<file path="src/rtl/node_packet_injector.sv">
// Transmit-side packet injector: small FIFO feeding an MSB-first serializer into a node's shift-in port.
// Optional feature: define INJECTOR_PARITY_EN to append one even-parity bit after the payload LSB.
//
// state    | meaning
// ---------+-----------------------------------------------------------
// ST_IDLE  | no frame on the wire; pops the FIFO head when non-empty
// ST_SHIFT | CS high, one bit per cycle, bit counter counts down to 0
// ST_GAP   | single CS-low cycle between frames; may pop the next head
module node_packet_injector #(
    parameter int                  IP_WIDTH      = 3,
    parameter logic [IP_WIDTH-1:0] NODE_IP       = '0,
    parameter int                  PAYLOAD_WIDTH = 8,
    parameter int                  DEPTH         = 4
) (
    input  logic                         shiftInCLK,
    input  logic                         resetN,
    input  logic                         txValid,
    output logic                         txReady,
    input  logic [IP_WIDTH-1:0]          txDest,
    input  logic [PAYLOAD_WIDTH-1:0]     txPayload,
    output logic                         shiftOutData,
    output logic                         shiftOutCS,
    output logic                         txBusy,
    output logic [$clog2(DEPTH+1)-1:0]   txCount
);

    localparam int FRAME_BITS = 2*IP_WIDTH + PAYLOAD_WIDTH;
`ifdef INJECTOR_PARITY_EN
    localparam int SER_BITS = FRAME_BITS + 1;
`else
    localparam int SER_BITS = FRAME_BITS;
`endif
    localparam int ENTRY_W = IP_WIDTH + PAYLOAD_WIDTH;
    localparam int PTR_W   = $clog2(DEPTH);
    localparam int CNT_W   = $clog2(DEPTH+1);
    localparam int BIT_W   = $clog2(SER_BITS);

    localparam logic [1:0] ST_IDLE  = 2'd0;
    localparam logic [1:0] ST_SHIFT = 2'd1;
    localparam logic [1:0] ST_GAP   = 2'd2;

    logic [ENTRY_W-1:0]  mem_q [DEPTH];
    logic [PTR_W-1:0]    wr_ptr_q, wr_ptr_d, rd_ptr_q, rd_ptr_d;
    logic [CNT_W-1:0]    count_q, count_d;
    logic [1:0]          state_q, state_d;
    logic [SER_BITS-1:0] shreg_q, shreg_d;
    logic [BIT_W-1:0]    bitcnt_q, bitcnt_d;
    logic                data_q, data_d;
    logic                cs_q, cs_d;

    logic                  push, pop;
    logic [ENTRY_W-1:0]    head;
    logic [FRAME_BITS-1:0] head_frame;
    logic [SER_BITS-1:0]   head_ser;

    assign head       = mem_q[rd_ptr_q];
    assign head_frame = {head[ENTRY_W-1:PAYLOAD_WIDTH], NODE_IP, head[PAYLOAD_WIDTH-1:0]};
`ifdef INJECTOR_PARITY_EN
    assign head_ser   = {head_frame, ^head_frame};
`else
    assign head_ser   = head_frame;
`endif

    // A full FIFO refuses the push even when the serializer pops on the same edge.
    assign txReady = (count_q < CNT_W'(DEPTH));
    assign push    = txValid && txReady;
    assign pop     = (count_q != '0) && ((state_q == ST_IDLE) || (state_q == ST_GAP));

    always_comb begin
        wr_ptr_d = wr_ptr_q;
        rd_ptr_d = rd_ptr_q;
        count_d  = count_q;
        state_d  = state_q;
        shreg_d  = shreg_q;
        bitcnt_d = bitcnt_q;
        data_d   = data_q;
        cs_d     = cs_q;

        if (push) wr_ptr_d = wr_ptr_q + PTR_W'(1);
        if (pop)  rd_ptr_d = rd_ptr_q + PTR_W'(1);
        case ({push, pop})
            2'b10:   count_d = count_q + CNT_W'(1);
            2'b01:   count_d = count_q - CNT_W'(1);
            default: count_d = count_q;
        endcase

        case (state_q)
            ST_IDLE, ST_GAP: begin
                state_d = ST_IDLE;
                cs_d    = 1'b0;
                data_d  = 1'b0;
                if (pop) begin
                    state_d  = ST_SHIFT;
                    shreg_d  = head_ser;
                    bitcnt_d = BIT_W'(SER_BITS-1);
                    data_d   = head_ser[SER_BITS-1];
                    cs_d     = 1'b1;
                end
            end
            ST_SHIFT: begin
                if (bitcnt_q == '0) begin
                    state_d = ST_GAP;
                    cs_d    = 1'b0;
                    data_d  = 1'b0;
                end else begin
                    shreg_d  = shreg_q << 1;
                    data_d   = shreg_q[SER_BITS-2];
                    bitcnt_d = bitcnt_q - BIT_W'(1);
                end
            end
            default: begin
                state_d = ST_IDLE;
                cs_d    = 1'b0;
                data_d  = 1'b0;
            end
        endcase
    end

    always_ff @(posedge shiftInCLK or negedge resetN) begin
        if (!resetN) begin
            wr_ptr_q <= '0;
            rd_ptr_q <= '0;
            count_q  <= '0;
            state_q  <= ST_IDLE;
            shreg_q  <= '0;
            bitcnt_q <= '0;
            data_q   <= 1'b0;
            cs_q     <= 1'b0;
        end else begin
            wr_ptr_q <= wr_ptr_d;
            rd_ptr_q <= rd_ptr_d;
            count_q  <= count_d;
            state_q  <= state_d;
            shreg_q  <= shreg_d;
            bitcnt_q <= bitcnt_d;
            data_q   <= data_d;
            cs_q     <= cs_d;
        end
    end

    // Storage is only read behind a non-zero count, so it needs no reset.
    always_ff @(posedge shiftInCLK) begin
        if (push) mem_q[wr_ptr_q] <= {txDest, txPayload};
    end

    assign shiftOutData = data_q;
    assign shiftOutCS   = cs_q;
    assign txBusy       = (state_q != ST_IDLE);
    assign txCount      = count_q;

endmodule
</file>
<file path="config.mk">
export PLATFORM = sky130hd
export DESIGN_NAME = node_packet_injector
export DESIGN_NICKNAME = d
export VERILOG_FILES = /design/src/rtl/node_packet_injector.sv
export SDC_FILE = /design/constraint.sdc
export NUM_CORES = 1
export LEC_CHECK = 0
export ABC_AREA = 1
export CAP_MARGIN = 10
export CORE_MARGIN = 2
export CORE_UTILIZATION = 52
export DETAILED_ROUTE_END_ITERATION = 8
export HOLD_SLACK_MARGIN = 0.08
export PLACE_DENSITY = 0.87
export REMOVE_ABC_BUFFERS = 1
export SYNTH_ARGS = -nofsm -noshare
export SYNTH_HDL_FRONTEND = slang
export SYNTH_SLANG_ARGS = --single-unit
</file>
<file path="constraint.sdc">
create_clock -name shiftInCLK -period 1.6 [get_ports shiftInCLK]
set_input_delay 0.48 -clock shiftInCLK [delete_from_list [all_inputs] [get_ports shiftInCLK]]
set_output_delay 0.48 -clock shiftInCLK [all_outputs]
set_load 0.05 [all_outputs]
</file>
== Word-level counts from Yosys, hierarchy flattened ==
Memory sizes are Yosys's and may differ from the RTL's.
Cells that the tools add are included.

* Register bits: 28
* Memory bits (writable): 44
* Output and inout port bits: 7
* Word-level logic and storage cells: 51
* Memories kept: 1

{| class="wikitable"
|+ Memories
! name !! words !! bits a word !! read ports !! clocked after memory_dff !! wr ports !! RTL line !! RTL
|-
| mem_q || 4 || 11 || 1 || 0 || 1 || 42 || <nowiki>logic [ENTRY_W-1:0] mem_q [DEPTH];</nowiki>
|}

* Add/sub/neg operators: 5
* Magnitude comparators: 1
* Equality and inequality tests: 7
* Multiplexer cells: 18
* Reduce and logical (&&, ||, !) cells: 11

{| class="wikitable"
|+ Operators with widths
! kind !! number
|-
| two-way mux 13 bit || 2
|-
| one-hot mux 13 bit (2 select lines) || 1
|-
| two-way mux 4 bit || 2
|-
| one-hot mux 4 bit (2 select lines) || 1
|-
| two-way mux 1 bit || 7
|-
| != test 2 bit, second input constant || 3
|-
| one-hot mux 3 bit (2 select lines) || 1
|-
| nonzero test 2 bit || 3
|-
| adder 2 x 1 -> 2 bit, second input constant || 2
|-
| equality test 2 x 1 -> 1 bit, second input constant || 2
|-
| equality test 2 bit, second input constant || 2
|-
| zero test 4 bit || 1
|-
| one-hot mux 1 bit (2 select lines) || 2
|-
| one-hot mux 2 bit (2 select lines) || 1
|-
| subtractor 4 x 1 -> 4 bit, second input constant || 1
|-
| adder 3 x 1 -> 3 bit, second input constant || 1
|-
| < comparator 3 bit, second input constant || 1
|-
| AND reduction 3 bit || 1
|-
| nonzero test 3 bit || 1
|-
| subtractor 3 x 1 -> 3 bit, second input constant || 1
|-
| logical AND 1 bit || 2
|-
| zero test 2 bit || 1
|-
| two-way mux 2 bit || 1
|-
| OR reduction 2 bit || 1
|-
| logical OR 1 bit || 1
|}

== Longest topological paths before layout ==
Gate-level depths: netlist (run 1).

* Depth in word-level cells: 5
* Depth in mapped cells: 10
* Depth with buffers taken out: 10

== Least setup slack after synthesis (run 1) ==
No wires, ideal clock.

* Path type: reg-to-reg
* Start: reg count_q[2] (netlist: txCount[2])
* End: reg count_q[2] (netlist: txCount[2])
* Library setup time: 133 ps
* Arrival time: 2159 ps
* Data required time: 1467 ps
* Path slack: -693 ps
* Cell stages (with the launch flop): 11
* Path buffers: 0
* Period minus slack after synthesis: 2293 ps
* Cell sequence: dfrtp_1 > inv_2 > nand3_1 > nand2_2 > inv_1 > ha_1 > inv_1 > fa_1 > a21oi_1 > o21ai_0 > xor2_1

* Cells in the longest elaborated chain, start to end: 4

{| class="wikitable"
|+ RTL lines
! item !! RTL line !! RTL
|-
| start: declaration || 44 || <nowiki>logic [CNT_W-1:0] count_q, count_d;</nowiki>
|-
| start signal: assignment || 132 || <nowiki>count_q <= count_d;</nowiki>
|-
| < comparator 3 bit (*) || 65 || <nowiki>assign txReady = (count_q < CNT_W'(DEPTH));</nowiki>
|-
| net txReady || 18 || <nowiki>output logic txReady,</nowiki>
|-
| logical AND 1 bit (*) || 66 || <nowiki>assign push = txValid && txReady;</nowiki>
|-
| equality test 2 x 1 -> 1 bit or equality test 2 bit (tied branches) || 81 || <nowiki>case ({push, pop})</nowiki>
|-
| one-hot mux 3 bit (2 select lines) or nonzero test 2 bit (tied branches) || - ||
|}

Mark *: on every way through the listed nets, which the timed path passes. The rest lies on a longest branch.
A chain may end at the register's enable or synchronous reset.

== Worst setup path after layout (run 1) ==
* Start: reg count_q[0] (netlist: txCount[0])
* End: reg count_q[2] (netlist: txCount[2])

* Cells in the longest elaborated chain, start to end: 4

{| class="wikitable"
|+ RTL lines
! item !! RTL line !! RTL
|-
| nonzero test 3 bit (*) || 67 || <nowiki>assign pop = (count_q != '0) && ((state_q == ST_IDLE) || (state_q == ST_GAP));</nowiki>
|-
| logical AND 1 bit (*) || 67 ||
|-
| net pop || 51 || <nowiki>logic push, pop;</nowiki>
|-
| equality test 2 x 1 -> 1 bit or equality test 2 bit (tied branches) || 81 ||
|-
| one-hot mux 3 bit (2 select lines) or nonzero test 2 bit (tied branches) || - ||
|}

Marks and branches as above.

==> key figures, run 1 <==
Run status
  • Status: complete, but fails checks
  • Violated checks: setup timing

Timing
  • Hold_ws: about 0.48 ns
  • Worst slew margin: 0.706
  • Worst Skew: 0.00835 ns
  • RSZ-0062 raised after global routing: true
  • Worst-Margin Slew: 0.440 ns
  • Final period util: 1.04
  • Fmax: 601 MHz
  • Slew Limit Fails: 0
  • Final hold viol count: 0
  • Fin worst setup slack: -0.0652 ns
  • Setup violators final: 2
  • Crit path time final: 1.67 ns

Synthesis
  • Sequential area share after synthesis: 0.659
  • Synth Instances: 285
  • Count of cell types in the netlist: 27
  • FF+latch count, synth: a little over 70
  • Post-Synthesis Mean Instance Area: 10.8 µm²
  • Warnings, synthesis: 0
  • Cell taking the most area after synthesis: edfxtp_1
  • Yosys top cell area share: 0.430
  • Area contributors post-synth: edfxtp_1, dfrtp_1, nand2_1, nand3_1, ha_1
  • Cell Area, Synth: around 3100 µm²

Placement
  • Place WS: -0.486 ns
  • Placed cells: 390
  • Port Buf Inserts: 20
  • Routability congestion estimate: approximately 0.77
  • HPWL after DPL: 3.79 mm

Cells and area
  • Final net count: roughly 350
  • Final cell utilization of the core: 0.679
  • Ratio of cells with drive above 1 in the final layout: 0.228
  • Antenna cells: 0
  • Post-Layout Cell Count: 410
  • Fillers: around 380
  • P&R area growth vs syn: 24.1%

Setup path
  • Worst path required time: 1.83 ns
  • Critical path fanouts, max: 2
  • CP Capture Type: flop
  • Most used cell, CP: inv_2
  • CP max stage delay: 0.38 ns
  • Critical path class: reg -> reg
  • Slowest stage cell, crit path: dfrtp_1
  • Critical-path cell list: inv_2, nand3_2, nand2_2, inv_2, ha_4, inv_2, fa_2, a21oi_2, o21ai_1, xor2_1
  • Type of origin of the critical path: flop
  • Worst R2R Setup Slack: -0.07 ns
  • Crit path arrival time: ~1.9 ns

Power and ir drop
  • Total power: 7570 µW
  • Peak VDD IR: 1.37 mV
  • Cell Pwr Density: 1990 nW/µm²
  • Leakage: between 0.0015 and 0.002 µW

Clock network
  • Total number of clock tree sinks: 72
  • Clk Latency, worst-skew pair: 0.35 ns
  • H-tree depth: 3
  • Total CTS buffers: 9
  • Clock Tree Root: clkbuf_8
  • CTS tree: done
  • Worst-path clk slew: 0.08 ns
  • Clock buffer depth: 2

Floorplanning
  • Starting Density: 0.547
  • Chip Width: 80.8 µm
  • Row count: 27
  • DIE AREA: about 6500 µm²
  • IO Pins: 21
  • Core ar.: 5610 µm²
  • Height of the die: around 81 µm

Drt
  • Routed len/inst: 14.3 µm
  • DRT iter0 DRCs: 146
  • Final wirelength: 5.88 mm
  • Via count: ~2100
  • DRC Markers: 0
  • Vias per std cell: 5.08
  • Routed Antenna Nets: 0
  • Drt pass-1 iters: 5

Global route
  • Vias in the first global route: between 2000 and 2500
  • GRT met2 Usage: 0.337
  • Grt ovf: 0
  • GRT Total Usage: 0.197
  • Largest net degree at the start of global routing: 29
  • Initial antenna violation count: 0
  • Met3 Resource Use GR: 0.0711
  • First-pass GRT wire length: between 9 and 10 mm
  • Most Crowded Layer GR: met2
  • Met1 GRT Util: 0.229

Run
  • Max-capacitance violation count: 0

Hold path
  • Hold WC Path Type: in -> async
[layout make-up]
type	count	area, µm²	area share
Sequential cell	72	2020	0.531
Timing Repair Buffer	46	488	0.128
Clock buffer	9	124	0.0325
Clock inverter	7	70.1	0.0184
Tap cell	72	90.1	0.0236
Multi-Input combinational cell	179	917	0.241
Inverter	25	98.8	0.0259
[synthesized netlist by cell type]
| master | number |
|---|---|
| o21ai_1 | 2 |
| or2_2 | 8 |
| nand2_2 | 1 |
| nand3_2 | 1 |
| nand3_1 | 33 |
| inv_1 | 19 |
| o21ai_0 | 4 |
| nand2_4 | 2 |
| nor2_4 | 1 |
| buf_2 | 2 |
| nor2_1 | 12 |
| buf_6 | 4 |
| fa_1 | 1 |
| xnor2_1 | 1 |
| nor2_2 | 1 |
| o22ai_1 | 3 |
| edfxtp_1 | 44 |
| clkbuf_1 | 1 |
| inv_2 | 6 |
| a21oi_2 | 1 |
| xor2_1 | 3 |
| buf_4 | 2 |
| ha_1 | 6 |
| a21oi_1 | 2 |
| dfrtp_1 | 28 |
| nand2_1 | 96 |
| nor3_1 | 1 |
[power breakdown]
group | switching, µW | internal, µW | total, µW
combinational | 2000 | 1430 | 3430
clock | 677 | 719 | 1400
sequential | 241 | 2500 | 2740
total | 2920 | 4660 | 7570
[layout by cell type, fill, tap and decap left out, drive strengths merged]
cell and instances:
ha 6, clkdlybuf4s50 12, inv 27, dfrtp 28, fa 1, clkinvlp 2
nor3 1, o21ai 6, xnor2 1, o22ai 3, buf 33, nand3 34
a21oi 3, dlymetal6s2s 1, clkinv 2, bufinv 1, nand2 99, xor2 3
clkbuf 9, edfxtp 44, nor2 14, or2 8
[kinds of logic (layout without fill, tap and decap cells)]
family          Yosys count  after routing  share of synthesized area
buf+inv                  34             87                     0.0546
flops                    72             72                      0.659
xor+xnor                  4              4                     0.0114
simple gates            156            156                      0.222
fa+ha+maj                 7              7                     0.0310
compound gates           12             12                     0.0220
[registers in the layout, indices dropped and copies added (netlist names)]
| name | cells |
|---|---|
| mem_q | 44 |
| shreg_q | 13 |
| bitcnt_q | 4 |
| txCount | 3 |
| rd_ptr_q | 2 |
| state_q | 2 |
| wr_ptr_q | 2 |
| shiftOutCS | 1 |
| shiftOutData | 1 |
[routing by layer]
layer  wire length, µm  vias to the layer above  share of wire
met5                 0                        -              0
met4               101                        0          0.017
met3               396                       13          0.067
met2              3140                       57           0.53
met1              2240                      987           0.38
li1                  -                     1026              -
[through the flow]
step	setup TNS [ns]	area, µm²
2_1_floorplan	-19.03	3000
3_3_place_gp	-8.35	3530
3_5_place_dp	-10.04	3530
4_1_cts	-0.0307	3740
5_1_grt	-0.294	3810
6_report	-0.0657	3810
[final timing paths]
path | from | cells after the start | endpoint
setup / recovery | txCount[0] | 10 | txCount[2]
hold / removal | resetN | 2 | txCount[0]
setup reg to reg | txCount[0] | 10 | txCount[2]
hold reg to reg | shreg_q[2] | 2 | shreg_q[2]
max in group asynchronous | resetN | 2 | shreg_q[3]
min in group shiftInCLK | shreg_q[2] | 2 | shreg_q[2]
[critical path, delay by kind of cell (launching register included)]
kind            cells  cell delay [ns]
flops               1             0.38
simple gates        2             0.13
compound gates      2             0.22
xor+xnor            1             0.15
fa+ha+maj           2             0.48
buf+inv             3             0.17
[repair_timing]
item                                    4_1_cts  5_1_grt
endpoints found under the setup margin        2       13
setup buffers                                 2        3
hold buffers                                  0        0
pin swaps                                     1        5
resized for setup                             5       13
gates cloned                                  0        0
Note: power is estimated with default switching activity, not from simulation.
==> inputs of run 2 (changes only) <==
- CAP_MARGIN: 10 -> 20
- CORE_MARGIN: 2 -> 4
==> key figures, run 2 (synthesized netlist as in run 1, its figures left out) <==
Run status
  • Status: complete, but fails checks
  • Violated checks: setup timing

Timing
  • Slew Limit Fails: 0 (unchanged)
  • Setup tns final: -0.0552 ns (+0.0105 ns)
  • Fin worst setup slack: -0.0371 ns (+0.0281 ns)
  • Worst slew margin: 0.718 (+0.0119)
  • RSZ-0062 raised after global routing: true
  • Final period util: 1.02 (-0.0176)
  • Final hold viol count: 0 (unchanged)
  • Fmax: 611 MHz (+1.7%)
  • Worst-Margin Slew: 0.422 ns (-0.0178 ns)
  • Setup violators final: 2 (unchanged)
  • Worst Skew: 0.00484 ns (-0.00350 ns)
  • Hold_ws: 0.485 ns (+0.00453 ns)
  • Crit path time final: 1.64 ns (-0.0281 ns)

Floorplanning
  • DIE AREA: 7200 µm² (+10%)
  • Chip Width: 84.8 µm (+4.9%)
  • IO Pins: 21 (unchanged)
  • Height of the die: 84.8 µm (+4.9%)
  • Starting Density: 0.547 (unchanged)
  • Core ar.: 5610 µm² (unchanged)
  • Row count: 27 (unchanged)

Cells and area
  • Most frequent cells in the layout: nand2_1, edfxtp_1, nand3_1
  • Commonest non-fill, non-tap cell in the layout: nand2_1
  • Max reg flops: 44 (unchanged)
  • P&R area growth vs syn: 25.0%
  • Sequential cell area: 2020 µm² (unchanged)
  • Final net count: 356 (+0.56%)
  • Multi-input gate area: 916 µm² (-0.14%)
  • Regs by FF count: mem_q x44, shreg_q x13, bitcnt_q x4
  • Antenna cells: 0 (unchanged)
  • Fillers: 400 (+4.2%)
  • Ratio of cells with drive above 1 in the final layout: 0.238 (+0.0104)
  • Largest register by flop count: mem_q

Setup path
  • Worst setup path end: txCount[2]
  • Critical path class: reg -> out
  • Critical path fanouts, max: 2 (unchanged)
  • Critical path startpoint: txCount[2]
  • Worst reg-to-reg path cell count: 10 (unchanged)
  • Worst path required time: 1.12 ns (-0.71 ns)
  • R2R Path Start: txCount[2]
  • Worst R2R Setup Slack: -0.02 ns (+0.05 ns)
  • CP Capture Type: primary output
  • RR Endpoint: txCount[2]
  • Crit path arrival time: 1.16 ns (-0.74 ns)
  • Type of origin of the critical path: flop

Drt
  • Routed len/inst: 14.3 µm (-0.57%)
  • Final wirelength: 5.87 mm (about the same)
  • DRC Markers: 0 (unchanged)
  • Drt pass-1 iters: 4 (-1)
  • Via count: 2126 (+2.1%)
  • DRT iter0 DRCs: 113 (-23%)
  • Vias per std cell: 5.16 (+1.6%)
  • Routed Antenna Nets: 0 (unchanged)

Placement
  • Port Buf Inserts: 20 (unchanged)
  • HPWL after DPL: 3.83 mm (+0.99%)
  • Routability congestion estimate: 0.787 (+2.8%)

Power and ir drop
  • Leakage: 0.00168 µW (+0.69%)
  • Cell Pwr Density: 2020 nW/µm² (+1.4%)
  • Peak VDD IR: 1.22 mV (-11%)

Clock network
  • Hold Buf Count CTS: 0 (unchanged)
  • Clk Latency, worst-skew pair: 0.34 ns (about the same)
  • Worst-path clk slew: 0.07 ns (about the same)
  • Total number of clock tree sinks: 72 (unchanged)
  • Clock buffer depth: 2 (unchanged)
  • CTS tree: done
  • Total CTS buffers: 9 (unchanged)
  • H-tree depth: 3 (unchanged)
  • Clock Tree Root: clkbuf_8

Global route
  • First-pass GRT wire length: 9.67 mm (+2.3%)
  • Grt ovf: 0 (unchanged)
  • GRT Total Usage: 0.175 (-0.0222)
  • Initial antenna violation count: 0 (unchanged)
  • Vias in the first global route: 2065 (-1.1%)
  • Largest net degree at the start of global routing: 29 (unchanged)

Hold path
  • Hold WC Path Type: in -> async

Run
  • Max-capacitance violation count: 0 (unchanged)
-- run 2: worst min path at each step --
stage          slack (ns)       start  cells after the start          end
2_1_floorplan        0.18      resetN                      0  bitcnt_q[0]
3_3_place_gp         0.46  shreg_q[6]                      2   shreg_q[6]
3_5_place_dp         0.47  shreg_q[4]                      2   shreg_q[4]
4_1_cts              0.48      resetN                      2   shreg_q[8]
5_1_grt              0.48      resetN                      2   shreg_q[7]
6_report             0.49      resetN                      2   txCount[0]
-- run 2: area by class of cell --
cell class,count,area share
well taps,72,0.0235
inverters,25,0.0251
repair buffers,48,0.129
clock inverters,7,0.0245
flip-flops and latches,72,0.527
clock buffers,9,0.0323
multi-input cells,179,0.239
-- run 2: per-layer routing --
layer  GRT usage  wire [µm]
met1       0.210       2430
met2       0.297       3040
met3      0.0515        307
met4      0.0691         97
met5           0          0
-- run 2: where the power goes --
part	switching, µW	internal [µW]
sequential	235	2500
combinational	1980	1440
clock	694	880
-- run 2: metrics by stage --
| stage | area [µm²] | cells | setup WS [ns] | utilization | power (µW) |
|---|---|---|---|---|---|
| after floorplan | 3000 | 276 | -0.693 | - | 4700 |
| after global placement | 3530 | 390 | -0.447 | 0.630 | 5800 |
| after detailed placement | 3530 | 390 | -0.476 | 0.630 | 5970 |
| after CTS | 3790 | 408 | -0.0126 | 0.677 | 7640 |
| after global routing | 3840 | 412 | -0.130 | 0.684 | 8270 |
| final | 3840 | 412 | -0.0371 | 0.684 | 7730 |
-- run 2: critical path: stages, from the launching register on --
cell and delay, ns:
dfrtp_1 0.40, buf_4 0.14, buf_4 0.13, buf_12 0.14
-- run 2: timing repair --
action,in CTS,in global routing
endpoints found under the hold margin,0,0
buffers inserted,3,5
setup endpoints to repair,2,34
gates resized for setup,11,6
pin swaps,5,7
==> RTL change: new RTL, flow settings as in run 1 <==
Register the output `txCount` once more, without a reset; this adds one clock of latency there. The other outputs are not delayed to match.
--- a/src/rtl/node_packet_injector.sv
+++ b/src/rtl/node_packet_injector.sv
@@ -146,6 +146,8 @@
     assign shiftOutData = data_q;
     assign shiftOutCS   = cs_q;
     assign txBusy       = (state_q != ST_IDLE);
-    assign txCount      = count_q;
+    always_ff @(posedge shiftInCLK) begin
+        txCount <= count_q;
+    end
 
 endmodule
Function: changed (a bounded check fails within 4 cycles, from zero or initial values and one cycle with resetN low).
==> RTL change against run 1 <==
- combinational power rose by 6.1%
- clock skew rose by 1.8 ps
- non-clock buffer count rose by 3
- sequential cell count rose by 3
- via count rose by 3.6%
- area after synthesis rose by 2.7%
- die area rose by 2.6%
- core utilization fell by 0.32 points
- worst setup slack got worse by 120 ps
- wire length rose by 8.7%
- the run still ends with setup timing left
- critical endpoint is now count_q[2]
- final area rose by 4.5%
- cell count rose by 2.2%
- total power rose by 8.3%
==> RTL change: results (changes against run 1) <==
Clocking
The maximum number of buffers from clock root to sink was 2 (unchanged). The post-CTS clock slew at the launch and capture registers of the worst setup and hold paths is 80 ps (about the same). The count of H-tree levels built during CTS is 3 (unchanged).

The root buffer selected by CTS is clkbuf_8. The CTS buffer count is 9 (unchanged). The clock reaches the later pin of the worst-skew pair after 360 ps.

GRT
The met2 track demand over resource in global routing is 0.3715 (+0.03435). The maximum number of pins on one net before global-route repair was 29 (unchanged). The overall global routing resource usage is 0.2086 (+0.01146). The global-route track usage on met3 is 0.04505 (-0.02606).

The first-pass GRT wire length is 9936 um (+5.2%). The via count of the first global-routing pass is 2138 (+2.3%). The met1 routing resource usage after global routing is 0.2328 (+0.004264).

Power
The switching component of the power was 3.073 mW (+5.3%). The leakage power of the design is 1.732 nW (+3.6%). The maximum resistive drop on vdd came to 0.001169 V (-15%).

Routing
The wire length after detailed routing is 6392 um (+8.7%). The uppermost signal routing layer after detailed routing is met4. The amount of wire on met3 after detailed routing is 271 um (-32%).

The DRC marker count from the first detailed-route iteration is 179 (+23%). The routed via count divided by cell count is 5.148 (+1.3%). The post-route met1 wirelength is 2504 um (+12%).

The detailed-router iteration count before antenna repair was 4 (-1). The length of routed met2 wiring is 3431 um (+9.2%).

Yosys
The sequential-to-total area share from yosys stat is 0.6603 (+0.001532). The distinct cell type count after synthesis is 28 (+3.7%). Ranked by instance count, the synthesized netlist is headed by nand2_1, edfxtp_1, nand3_1. The total of warnings raised by yosys was 0 (unchanged). After synthesis, the cell types taking the most area are edfxtp_1, dfrtp_1, nand2_1, nand3_1, ha_1. The dominant register cell in the synthesized netlist is edfxtp_1. The async set-reset flop share out of synthesis came to 0.3733 (-0.01556).

Worst setup path
The worst setup path endpoint is count_q[2]. The arrival time of data at the critical path endpoint was 2020 ps (+120 ps). The maximum fanout along the worst path is 2 (unchanged). The worst-case reg-to-reg path depth was 9 (-1). The origin of the worst setup path is count_q[2].

Status
The flow ran to the end, but the final reports show violations. The final reports fail on setup timing.

Final layout
The filler cell count in the final layout is 410 (+6.8%). The number of nets in the finished design was 360 (+1.7%). The largest registers in the layout are mem_q (44), shreg_q (13), bitcnt_q (4). The number of antenna cells inserted came to 0 (unchanged). The share of final-layout standard cells stronger than drive strength 1 was 0.2529 (+0.02510).

Place
The pre-CTS setup slack is -505.3 ps (-19.37 ps). The final estimated routing congestion in global placement is 0.7564 (-1.2%). The HPWL after detailed placement is 3837 um (+1.1%).

STA
The worst clock skew on the final layout is 10.18 ps (+1.838 ps). The worst max-slew margin expressed relative to the limit is 0.7308 (+0.02432). The total negative slack for setup checks was -424.2 ps (-358.4 ps). The setup violation total in the final timing report was 14 (+12). The worst hold slack after final layout is 445.9 ps (-34.68 ps). The worst path setup slack after routing is -184.4 ps (-119.2 ps).

Min path
The class of the tightest hold or removal check is flip-flop to flip-flop. The end point of the worst hold path is txCount[2]. In this run the most critical hold path is launched from count_q[2]. The number of instances on the worst hold path is 0.
[RTL change: cell types whose count changed in the layout (fill, tap and decap cells not counted), sizes merged, moves of 2 or more]
cell	run 1	this run
inv	27	25
dfxtp	0	3
clkbuf	9	14
clkinv	2	0
buf	33	36
[RTL change: what timing repair did]
| item | 4_1_cts | 5_1_grt |
|---|---|---|
| endpoints found under the setup margin | 4 | 43 |
| cloned | 0 | 0 |
| pin swaps | 5 | 7 |
| endpoints found under the hold margin | 0 | 0 |
| hold buffers | 0 | 0 |
| resized for setup | 18 | 8 |
| setup buffers | 2 | 3 |
[RTL change: final cells by class]
type                       instances  area share
tap                               75     0.02358
clock buffer                      14     0.05156
sequential                        75      0.5231
multi-input combinational        179      0.2383
clock inverter                     2    0.009431
inverter                          25     0.02483
timing repair buffer              49      0.1292
[RTL change: metrics by stage]
step	std cells	cell area [sq um]
5_1_grt	419	3980
6_report	419	3980
2_1_floorplan	279	3077
3_3_place_gp	398	3633
3_5_place_dp	398	3633
4_1_cts	416	3938
[RTL change: cells by family after synthesis]
kind of cell / Yosys count / synth area share
fa+ha+maj: 7 / 0.03016
flops: 75 / 0.6603
simple gates: 155 / 0.2191
xor+xnor: 4 / 0.01111
buf+inv: 34 / 0.05396
compound gates: 13 / 0.02540
[RTL change: power by group through the flow]
stage	Combinational, mW	Clock, mW	Sequential (mW)
final	3.64	1.68	2.89
after floorplan	1.76	0	3.13
after global routing	3.99	1.78	2.93
after CTS	3.44	1.68	2.87
after detailed placement	3.25	0	2.91
after global placement	3.13	0	2.87
[RTL change: critical path, cell delays in order, from the launching register on]
cell     delay, ps
dfrtp_1        400
inv_2           70
buf_6          120
nand2_2        100
ha_4           150
inv_2           40
fa_2           350
a21oi_2        160
o21ai_1         90
xor2_1         170
